==> src/rtl/regfile_wb_arbiter_if.sv <==
`default_nettype none
// ============================================================================
// Module   : regfile_wb_arbiter_if
// Purpose  : Writeback requester handshakes (A/B) and register-file write bus.
// Revision : 1.0 - initial release
// ============================================================================
interface regfile_wb_arbiter_if #(
  parameter int DATA_W = 32,
  parameter int ADDR_W = 5
);
  logic              a_valid;
  logic              a_ready;
  logic [ADDR_W-1:0] a_addr;
  logic [DATA_W-1:0] a_data;
  logic              b_valid;
  logic              b_ready;
  logic [ADDR_W-1:0] b_addr;
  logic [DATA_W-1:0] b_data;
  logic              wr_en;
  logic [ADDR_W-1:0] wr_addr;
  logic [DATA_W-1:0] wr_data;

  modport slave (
    input  a_valid, a_addr, a_data,
    input  b_valid, b_addr, b_data,
    output a_ready, b_ready,
    output wr_en, wr_addr, wr_data
  );

  modport master (
    output a_valid, a_addr, a_data,
    output b_valid, b_addr, b_data,
    input  a_ready, b_ready,
    input  wr_en, wr_addr, wr_data
  );
endinterface
`default_nettype wire

==> src/rtl/regfile_wb_arbiter.sv <==
`default_nettype none
// ============================================================================
// Module   : regfile_wb_arbiter
// Purpose  : Round-robin arbiter of two writeback requesters onto one
//            registered register-file write port, with a conflict counter.
// Revision : 1.0 - initial release
// ============================================================================
module regfile_wb_arbiter #(
  parameter int DATA_W = 32,
  parameter int ADDR_W = 5
) (
  input  wire logic         clk,
  input  wire logic         clr,
  input  wire logic         hold,
  input  wire logic         cnt_clr,
  output logic [15:0]       conflict_cnt,
  regfile_wb_arbiter_if.slave bus
);

  localparam logic        c_grant_a = 1'b0;
  localparam logic        c_grant_b = 1'b1;
  localparam logic [15:0] c_cnt_max = 16'hFFFF;

  logic              last_grant_q, last_grant_d;
  logic              wr_en_q, wr_en_d;
  logic [ADDR_W-1:0] wr_addr_q, wr_addr_d;
  logic [DATA_W-1:0] wr_data_q, wr_data_d;
  logic [15:0]       conflict_cnt_q, conflict_cnt_d;

  logic              w_a_win;
  logic              w_b_win;
  logic              w_accept;
  logic              w_both_valid;
  logic [ADDR_W-1:0] w_sel_addr;
  logic [DATA_W-1:0] w_sel_data;

  assign w_both_valid = bus.a_valid & bus.b_valid;

  // Grant decode: readys stay low in reset and while held.
  always_comb begin
    w_a_win = 1'b0;
    w_b_win = 1'b0;
    if (clr && !hold) begin
      if (w_both_valid) begin
        w_a_win = (last_grant_q == c_grant_b);
        w_b_win = (last_grant_q == c_grant_a);
      end else begin
        w_a_win = bus.a_valid;
        w_b_win = bus.b_valid;
      end
    end
  end

  assign w_accept   = w_a_win | w_b_win;
  assign w_sel_addr = w_b_win ? bus.b_addr : bus.a_addr;
  assign w_sel_data = w_b_win ? bus.b_data : bus.a_data;

  always_comb begin
    last_grant_d   = last_grant_q;
    wr_en_d        = 1'b0;
    wr_addr_d      = wr_addr_q;
    wr_data_d      = wr_data_q;
    conflict_cnt_d = conflict_cnt_q;

    if (w_a_win) begin
      last_grant_d = c_grant_a;
    end else if (w_b_win) begin
      last_grant_d = c_grant_b;
    end

    // Register 0 is hardwired: handshake completes but no write strobe.
    if (w_accept) begin
      wr_en_d   = (w_sel_addr != '0);
      wr_addr_d = w_sel_addr;
      wr_data_d = w_sel_data;
    end

    if (cnt_clr) begin
      conflict_cnt_d = '0;
    end else if (w_both_valid && (conflict_cnt_q != c_cnt_max)) begin
      conflict_cnt_d = conflict_cnt_q + 16'd1;
    end
  end

  always_ff @(posedge clk) begin
    if (!clr) begin
      last_grant_q   <= c_grant_b;
      wr_en_q        <= 1'b0;
      wr_addr_q      <= '0;
      wr_data_q      <= '0;
      conflict_cnt_q <= '0;
    end else begin
      last_grant_q   <= last_grant_d;
      wr_en_q        <= wr_en_d;
      wr_addr_q      <= wr_addr_d;
      wr_data_q      <= wr_data_d;
      conflict_cnt_q <= conflict_cnt_d;
    end
  end

  assign bus.a_ready   = w_a_win;
  assign bus.b_ready   = w_b_win;
  assign bus.wr_en     = wr_en_q;
  assign bus.wr_addr   = wr_addr_q;
  assign bus.wr_data   = wr_data_q;
  assign conflict_cnt  = conflict_cnt_q;

endmodule
`default_nettype wire

==> src/flat_wrapper.sv <==
// flat-port wrapper written by rule: the top's interface ports become plain ports
module regfile_wb_arbiter_flat 
#(
  parameter int DATA_W = 32,
  parameter int ADDR_W = 5
)
  (clk, clr, hold, cnt_clr, conflict_cnt, bus_a_valid, bus_a_addr, bus_a_data, bus_b_valid, bus_b_addr, bus_b_data, bus_a_ready, bus_b_ready, bus_wr_en, bus_wr_addr, bus_wr_data);
  regfile_wb_arbiter_if #(.DATA_W(DATA_W), .ADDR_W(ADDR_W)) bus_i ();
  input  wire logic clk;
  input  wire logic clr;
  input  wire logic hold;
  input  wire logic cnt_clr;
  output logic [15:0] conflict_cnt;
  input wire logic [$bits(bus_i.a_valid)-1:0] bus_a_valid;
  input wire logic [$bits(bus_i.a_addr)-1:0] bus_a_addr;
  input wire logic [$bits(bus_i.a_data)-1:0] bus_a_data;
  input wire logic [$bits(bus_i.b_valid)-1:0] bus_b_valid;
  input wire logic [$bits(bus_i.b_addr)-1:0] bus_b_addr;
  input wire logic [$bits(bus_i.b_data)-1:0] bus_b_data;
  output wire logic [$bits(bus_i.a_ready)-1:0] bus_a_ready;
  output wire logic [$bits(bus_i.b_ready)-1:0] bus_b_ready;
  output wire logic [$bits(bus_i.wr_en)-1:0] bus_wr_en;
  output wire logic [$bits(bus_i.wr_addr)-1:0] bus_wr_addr;
  output wire logic [$bits(bus_i.wr_data)-1:0] bus_wr_data;
  assign bus_i.a_valid = bus_a_valid;
  assign bus_i.a_addr = bus_a_addr;
  assign bus_i.a_data = bus_a_data;
  assign bus_i.b_valid = bus_b_valid;
  assign bus_i.b_addr = bus_b_addr;
  assign bus_i.b_data = bus_b_data;
  assign bus_a_ready = bus_i.a_ready;
  assign bus_b_ready = bus_i.b_ready;
  assign bus_wr_en = bus_i.wr_en;
  assign bus_wr_addr = bus_i.wr_addr;
  assign bus_wr_data = bus_i.wr_data;
  regfile_wb_arbiter #(.DATA_W(DATA_W), .ADDR_W(ADDR_W)) u_core (.clk(clk), .clr(clr), .hold(hold), .cnt_clr(cnt_clr), .conflict_cnt(conflict_cnt), .bus(bus_i));
endmodule
==> config.mk <==
export PLATFORM = sky130hd
export DESIGN_NAME = regfile_wb_arbiter_flat
export DESIGN_NICKNAME = d
export VERILOG_FILES = /design/src/rtl/regfile_wb_arbiter_if.sv /design/src/rtl/regfile_wb_arbiter.sv /design/src/flat_wrapper.sv
export SDC_FILE = /design/constraint.sdc
export NUM_CORES = 1
export LEC_CHECK = 0
export ABC_CLOCK_PERIOD_IN_PS = 2100
export CORE_ASPECT_RATIO = 0.6
export CORE_MARGIN = 2
export CORE_UTILIZATION = 39
export DETAILED_ROUTE_END_ITERATION = 12
export PLACE_DENSITY_LB_ADDON = 0.1
export SYNTH_ARGS = -nofsm -noshare
export SYNTH_HDL_FRONTEND = slang
export SYNTH_SLANG_ARGS = --single-unit
export TNS_END_PERCENT = 50
==> constraint.sdc <==
create_clock -name clk -period 2.1 [get_ports clk]
set_clock_uncertainty 0.05 [all_clocks]
set_input_delay 0.21 -clock clk [delete_from_list [all_inputs] [get_ports clk]]
set_output_delay 0.21 -clock clk [all_outputs]
set_load 0.02 [all_outputs]
==> results of run 1 <==
==> cell usage after synthesis (all sizes together) <==
master / instances
nor2b: 2
nand3: 7
a211oi: 1
nor2: 7
or2: 1
o31ai: 5
or3b: 1
o2111ai: 1
a21oi: 46
and2: 1
inv: 5
ha: 1
mux2i: 39
and4: 1
or2b: 1
and3: 2
nand2: 10
o211ai: 1
nor4: 2
buf: 6
nand4: 5
nor3: 1
o41ai: 2
o311ai: 3
dfxtp: 55
or4: 7
clkbuf: 11
o311a: 1
nand2b: 2
or3: 4
o21ai: 48
a21boi: 1
==> cells in the final DEF, fill, tap and decap left out, types with 2 or more instances in the layout <==
cell             instances
dfxtp_1                 55
nor2_1                   7
o21ai_0                 48
and3_1                   2
o311ai_0                 3
nand2_1                 10
o41ai_1                  2
nand4_1                  4
o31ai_1                  5
nand3_1                  6
or3_1                    3
clkbuf_8                 6
nor4_1                   2
buf_12                   3
a21oi_1                 46
nand2b_1                 2
inv_1                    5
clkdlybuf4s50_1        135
mux2i_1                 39
or4_1                    5
buf_4                   19
==> worst reg2reg max path, delay by kind of cell, from the launching register on <==
kind             cells  cell delay (ns)
AND/OR/NAND/NOR      3             1.27
flip-flops           1             0.42
AO/OA/AOI/OAI        1             0.15
==> metal layers <==
layer | track usage [%] | up-vias | part of all wire, %
li1 | - | 1344 | -
met4 | 5.36 | 0 | 0.77
met2 | 34.1 | 111 | 43
met1 | 31.5 | 1234 | 47
met5 | 0 | - | 0
met3 | 6.40 | 7 | 9.4
==> where the power goes <==
group          internal [mW]  leakage (nW)  total, mW  switching, mW
Clock                  0.393        0.0618      0.749          0.356
Sequential              1.09         0.450       1.11         0.0232
Combinational          0.278          1.24      0.483          0.205
Total                   1.76          1.75       2.35          0.584
==> what timing repair did <==
item / CTS / global route
endpoints found under the setup margin: 0 / 2
hold buffers: 0 / 0
resized for setup: 0 / 1
==> layout make-up <==
cell class | count | area, um2 | share of cell area (%)
Inverter | 5 | 18.8 | 0.444
Multi-Input combinational cell | 203 | 1330 | 31.4
Timing Repair Buffer | 157 | 1550 | 36.7
Sequential cell | 55 | 1100 | 26.0
Tap cell | 84 | 105 | 2.49
Clock inverter | 2 | 38.8 | 0.917
Clock buffer | 6 | 82.6 | 1.95
==> state kept, by name (all words and copies together) (netlist names) <==
| signal | cells |
|---|---|
| u_core.bus.wr_data | 32 |
| u_core.conflict_cnt | 16 |
| u_core.bus.wr_addr | 5 |
| u_core.bus.wr_en | 1 |
| u_core.last_grant_q | 1 |
==> how the worst max path moves through the flow <==
stage          slack, ns                       to  depth (start not counted)                    from
6_report            0.14              bus_a_ready                          5                     clr
5_1_grt             0.03              bus_a_ready                          5                     clr
4_1_cts             0.03              bus_a_ready                          5                     clr
3_5_place_dp       -0.07  u_core.conflict_cnt[13]                          5             bus_a_valid
3_3_place_gp      -0.005  u_core.conflict_cnt[15]                          5             bus_a_valid
2_1_floorplan       0.17  u_core.conflict_cnt[15]                          4  u_core.conflict_cnt[5]
==> through the flow <==
step | area, um2 | setup slack [ns]
detailed placement | 4110 | -0.0723
global placement | 4110 | -0.00509
floorplan | 2500 | 0.165
global route | 4230 | 0.0331
CTS | 4230 | 0.0274
finish | 4230 | 0.137
==> cell families after synthesis <==
family | Yosys count
flip-flops | 55
AO/OA/AOI/OAI | 109
adder cells (fa/ha/maj) | 1
AND/OR/NAND/NOR | 54
buffers and inverters | 22
multiplexers | 39
==> metrics.yaml, run 1 <==
outcome:
  status: "completed"
cts:
  cts_root_buffer: "clkbuf_8"
  clock_latency_ns: 0.31
  path_clk_slew_ns: 0.10
  clock-sinks: 55
  cts_buffers: 5
  cts_setup_buffers: 0
  cts_tree: "done"
  cts_htree_levels: 2
  clockBufferDepth: 2
setup_path:
  rrSetupSlack_ns: 0.16
  worst-r2r-cell-count: 4
  cp_data_required_time_ns: 1.84
  timing.critical_path.buf_inv: 2
  r2r-start: "u_core.conflict_cnt[7]"
  end_kind: "primary output"
  setup.worst_path.class: "input pin to primary output"
  r2r_end: "u_core.conflict_cnt[15]"
  cp.arrival_ns: 1.70
  cpPeakStageDelay_ns: 0.60
  cp_max_fo: 3
  critPathMostFrequentCell: "clkdlybuf4s50_1"
  crit_family: "buffers and inverters"
  critPathLaunchType: "input pin"
  path_cells: "clkdlybuf4s50_1 -> nor2b_2 -> o21ai_0 -> nor2_1 -> clkdlybuf4s50_1"
  slowest_stage: "clkdlybuf4s50_1"
logic_synthesis:
  synthSimpleGateAreaFrac_pct: 12.6
  synthMuxAreaShare_pct: 15.6
  synth_top_area_share_pct: 44.1
  synth.area.top_cells: "dfxtp_1, mux2i_1, o21ai_0"
  ys_seq_area_share_pct: 44.1
  avgSynthCellArea_um2: 8.91
  synth-xor-area-share_pct: 0
  ys_ff_latch: 55
  synth_top_family_by_area: "compound AO/OA/AOI/OAI gates"
  netlist_instances: 280
  synth_cell_types: 37
  synth-adder-area-share_pct: 0.501
  synth_top_cell_by_area: "dfxtp_1"
  netlist_area_mm2: 0.00250
  yosys_warnings: 0
  syn_nets: 361
  synth_compound_area_share_pct: 23.8
timing:
  hold_viol: 0
  finalSetupViolations: 0
  max_freq_mhz: 509
  whs_ns: 0.465
  maxSlewViolCount: 0
  rsz0062_at_grt: "no"
  timing.final.crit_share_pct: 93.5
  fin_tns_setup_ns: 0
  period_minus_slack_ns: 1.96
  tightest_slew_ns: 0.580
  slew_headroom_pct: 61.0
die:
  rows: 22
  dieWidth_um: 107
  num_io_pins: 136
  start_util_pct: 40.7
  core-area_mm2: 0.00614
  die_h_um: 66.0
  design.die.area_mm2: 0.00708
final_layout:
  post-route-util_pct: 68.9
  syn2layout_area_growth_pct: 69.4
  instances_no_fill: 512
  drive_above_1_share_pct: 9.11
  diodes: 0
  nFillCells: 513
  nets: 508
worst_hold_path:
  hold_start: "u_core.conflict_cnt[15]"
  hold_path.class: "flip-flop to flip-flop"
  hold-path-cell-count: 2
  holdPathEnd: "u_core.conflict_cnt[15]"
power:
  peakVddDrop_mv: 0.302
  finalPower_mw: 2.35
  powerDensity_mw_per_mm2: 555
  p_leak_nw: 1.75
global_routing:
  grt.overflow.total: 0
  grt_pass1_wl_um: 12400
  grt_pass1_vias: 2466
  grt_max_degree: 41
  antenna_found_initial: 0
  grt_usage_pct: 22.5
routing:
  viasPerCell: 5.27
  totalWireLength_um: 7870
  vias: 2696
  drt_iter0_drc: 92
  final_antenna_net_count: 0
  post-route-drc-count: 0
  dr.pass1.iters: 5
  routedWlPerCell_um: 15.4
place:
  gp_congestion: 0.920
  portBuffers: 135
  dp.cells: 504
  dp_hpwl_um: 6040
flow_run:
  cap_violations: 0
Power figures use the tool's default switching activity.
==> run 2: changes to the inputs <==
--- a/config.mk
+++ b/config.mk
@@ -5,12 +5,14 @@
 export SDC_FILE = /design/constraint.sdc
 export NUM_CORES = 1
 export LEC_CHECK = 0
-export ABC_CLOCK_PERIOD_IN_PS = 2100
+export ABC_CLOCK_PERIOD_IN_PS = 1800
 export CORE_ASPECT_RATIO = 0.6
 export CORE_MARGIN = 2
-export CORE_UTILIZATION = 39
+export CORE_UTILIZATION = 35
 export DETAILED_ROUTE_END_ITERATION = 12
+export MAX_ROUTING_LAYER = met4
 export PLACE_DENSITY_LB_ADDON = 0.1
+export SETUP_SLACK_MARGIN = 0.1
 export SYNTH_ARGS = -nofsm -noshare
 export SYNTH_HDL_FRONTEND = slang
 export SYNTH_SLANG_ARGS = --single-unit
==> constraint.sdc (replaced) <==
create_clock -name clk -period 1.8 [get_ports clk]
set_clock_uncertainty 0.05 [all_clocks]
set_input_delay 0.18 -clock clk [delete_from_list [all_inputs] [get_ports clk]]
set_output_delay 0.18 -clock clk [all_outputs]
set_load 0.02 [all_outputs]
==> metrics.yaml, run 2 (same netlist as run 1, synthesis figures left out) <==
place:
  dp_hpwl_um: 6300
  portBuffers: 135
  gp_congestion: 0.908
  dpl_cell_area_mm2: 0.00423
  dp.cells: 518
  pre_cts_ws_ns: -0.242
timing:
  tightest_slew_ns: 0.310
  timing.final.crit_share_pct: 99.0
  whs_ns: 0.476
  slew_headroom_pct: 79.2
  maxSlewViolCount: 0
  finalSetupViolations: 0
  rsz0062_at_grt: "yes"
  hold_viol: 0
  max_freq_mhz: 561
  worst_slack_ns: 0.0183
  period_minus_slack_ns: 1.78
routing:
  routedWlPerCell_um: 16.3
  viasPerCell: 5.20
  totalWireLength_um: 8600
  dr.pass1.iters: 9
  final_antenna_net_count: 0
  post-route-drc-count: 9
  vias: 2743
  drt_iter0_drc: 122
final_layout:
  fin_area_mm2: 0.00451
  syn2layout_area_growth_pct: 80.6
  layout_commonest_cell: "clkdlybuf4s50_1"
  diodes: 0
  nets: 522
  instances_no_fill: 528
  layout_common_cells: "clkdlybuf4s50_1, o21ai_0, dfxtp_1"
  drive_above_1_share_pct: 17.2
  largest_reg_flops: 32
global_routing:
  grt.overflow.total: 0
  antenna_found_initial: 0
  grt_usage_pct: 21.3
  use_met3_pct: 7.95
  grt_pass1_wl_um: 13200
  grt_busiest_layer: "met2"
  use_met1_pct: 27.6
  grt_max_degree: 42
  grtUsageMet2_pct: 33.1
  grt_pass1_vias: 2680
die:
  start_util_pct: 36.8
  design.die.area_mm2: 0.00785
  core-area_mm2: 0.00679
  rows: 23
  dieWidth_um: 113
  num_io_pins: 136
  die_h_um: 69.4
setup_path:
  cpPeakStageDelay_ns: 0.57
  cp_data_required_time_ns: 1.97
  setup.worst_path.class: "flip-flop to flip-flop"
  path_cells: "nand4_4 -> or4_4 -> or4_4 -> a21oi_2"
  cp_max_fo: 4
  slowest_stage: "or4_4"
  cp.arrival_ns: 1.95
  critPathMostFrequentCell: "or4_4"
  critPathLaunchType: "flip-flop"
  end_kind: "flip-flop"
power:
  peakVddDrop_mv: 0.399
  p_seq_share_pct: 44.0
  p_sw_share_pct: 23.4
  power.switching_mw: 0.690
  p_clk_share_pct: 36.0
  powerDensity_mw_per_mm2: 655
  comb_power_share_pct: 20.0
  finalPower_mw: 2.95
  intPower_mw: 2.26
  p_leak_nw: 1.87
worst_hold_path:
  hold_path.class: "input pin to flip-flop"
cts:
  cts_root_buffer: "clkbuf_16"
  cts_tree: "done"
  ctsHoldBuffers: 0
  cts_htree_levels: 2
  clockBufferDepth: 2
  clock_latency_ns: 0.28
  clock-sinks: 55
  cts_buffers: 5
  path_clk_slew_ns: 0.07
outcome:
  violations: "DRC"
  status: "finished, violations left"
flow_run:
  cap_violations: 0
==> run 2: changes by cell type in the layout (fill, tap and decap cells not counted), sizes merged <==
cell	before	now
dlygate4sd2	0	1
clkdlybuf4s15	0	1
buf	22	35
clkdlybuf4s50	135	133
inv	6	5
clkbuf	6	7
==> run 2: per-layer routing <==
| metal | up-vias | wire, um |
|---|---|---|
| met3 | 2 | 771 |
| li1 | 1373 | - |
| met4 | 0 | 16 |
| met1 | 1273 | 3870 |
| met2 | 95 | 3940 |
| met5 | - | 0 |
==> run 2: what timing repair did <==
| item | 4_1_cts | 5_1_grt |
|---|---|---|
| setup endpoints to repair | 7 | 52 |
| resized for setup | 10 | 20 |
| pin swaps | 5 | 6 |
| buffers inserted | 1 | 1 |
| gates cloned | 0 | 1 |
==> run 2: final timing paths <==
path | startpoint | endpoint | slack (ns) | depth (start not counted)
max reg2reg | u_core.conflict_cnt[4] | u_core.conflict_cnt[15] | 0.02 | 4
min reg2reg | u_core.conflict_cnt[0] | u_core.conflict_cnt[0] | 0.48 | 2
min | bus_b_data[29] | u_core.bus.wr_data[29] | 0.48 | 3
max | u_core.conflict_cnt[4] | u_core.conflict_cnt[15] | 0.02 | 4
==> run 2: power groups by stage <==
| stage | Clock (mW) | Sequential (mW) | Combinational, mW |
|---|---|---|---|
| 6_report | 1.06 | 1.30 | 0.592 |
| 5_1_grt | 1.13 | 1.31 | 0.634 |
| 4_1_cts | 1.08 | 1.30 | 0.582 |
| 3_5_place_dp | 0 | 1.33 | 0.580 |
| 3_3_place_gp | 0 | 1.33 | 0.572 |
| 2_1_floorplan | 0 | 1.39 | 0.146 |
==> run 2: worst max-delay path: cells and delay by family, from the launching register on <==
kind               cells  cell delay (ns)
and+or+nand+nor        3             1.20
DFF                    1             0.35
AOI/OAI and AO/OA      1             0.12
==> run 2: stage by stage <==
| stage | utilization [%] | setup TNS [ns] |
|---|---|---|
| after floorplan | - | -0.0128 |
| after global placement | 62.2 | -3.51 |
| after detailed placement | 62.2 | -5.17 |
| after CTS | 64.9 | 0 |
| after global routing | 66.4 | -0.0922 |
| final | 66.4 | 0 |
==> run 2: final cells by class <==
| class | count | area (um2) |
|---|---|---|
| Tap cell | 87 | 109 |
| Inverter | 5 | 18.8 |
| Clock inverter | 1 | 30.0 |
| Multi-Input combinational cell | 203 | 1410 |
| Fill cell | 571 | 2280 |
| Clock buffer | 6 | 129 |
| Timing Repair Buffer | 171 | 1690 |
| Sequential cell | 55 | 1120 |
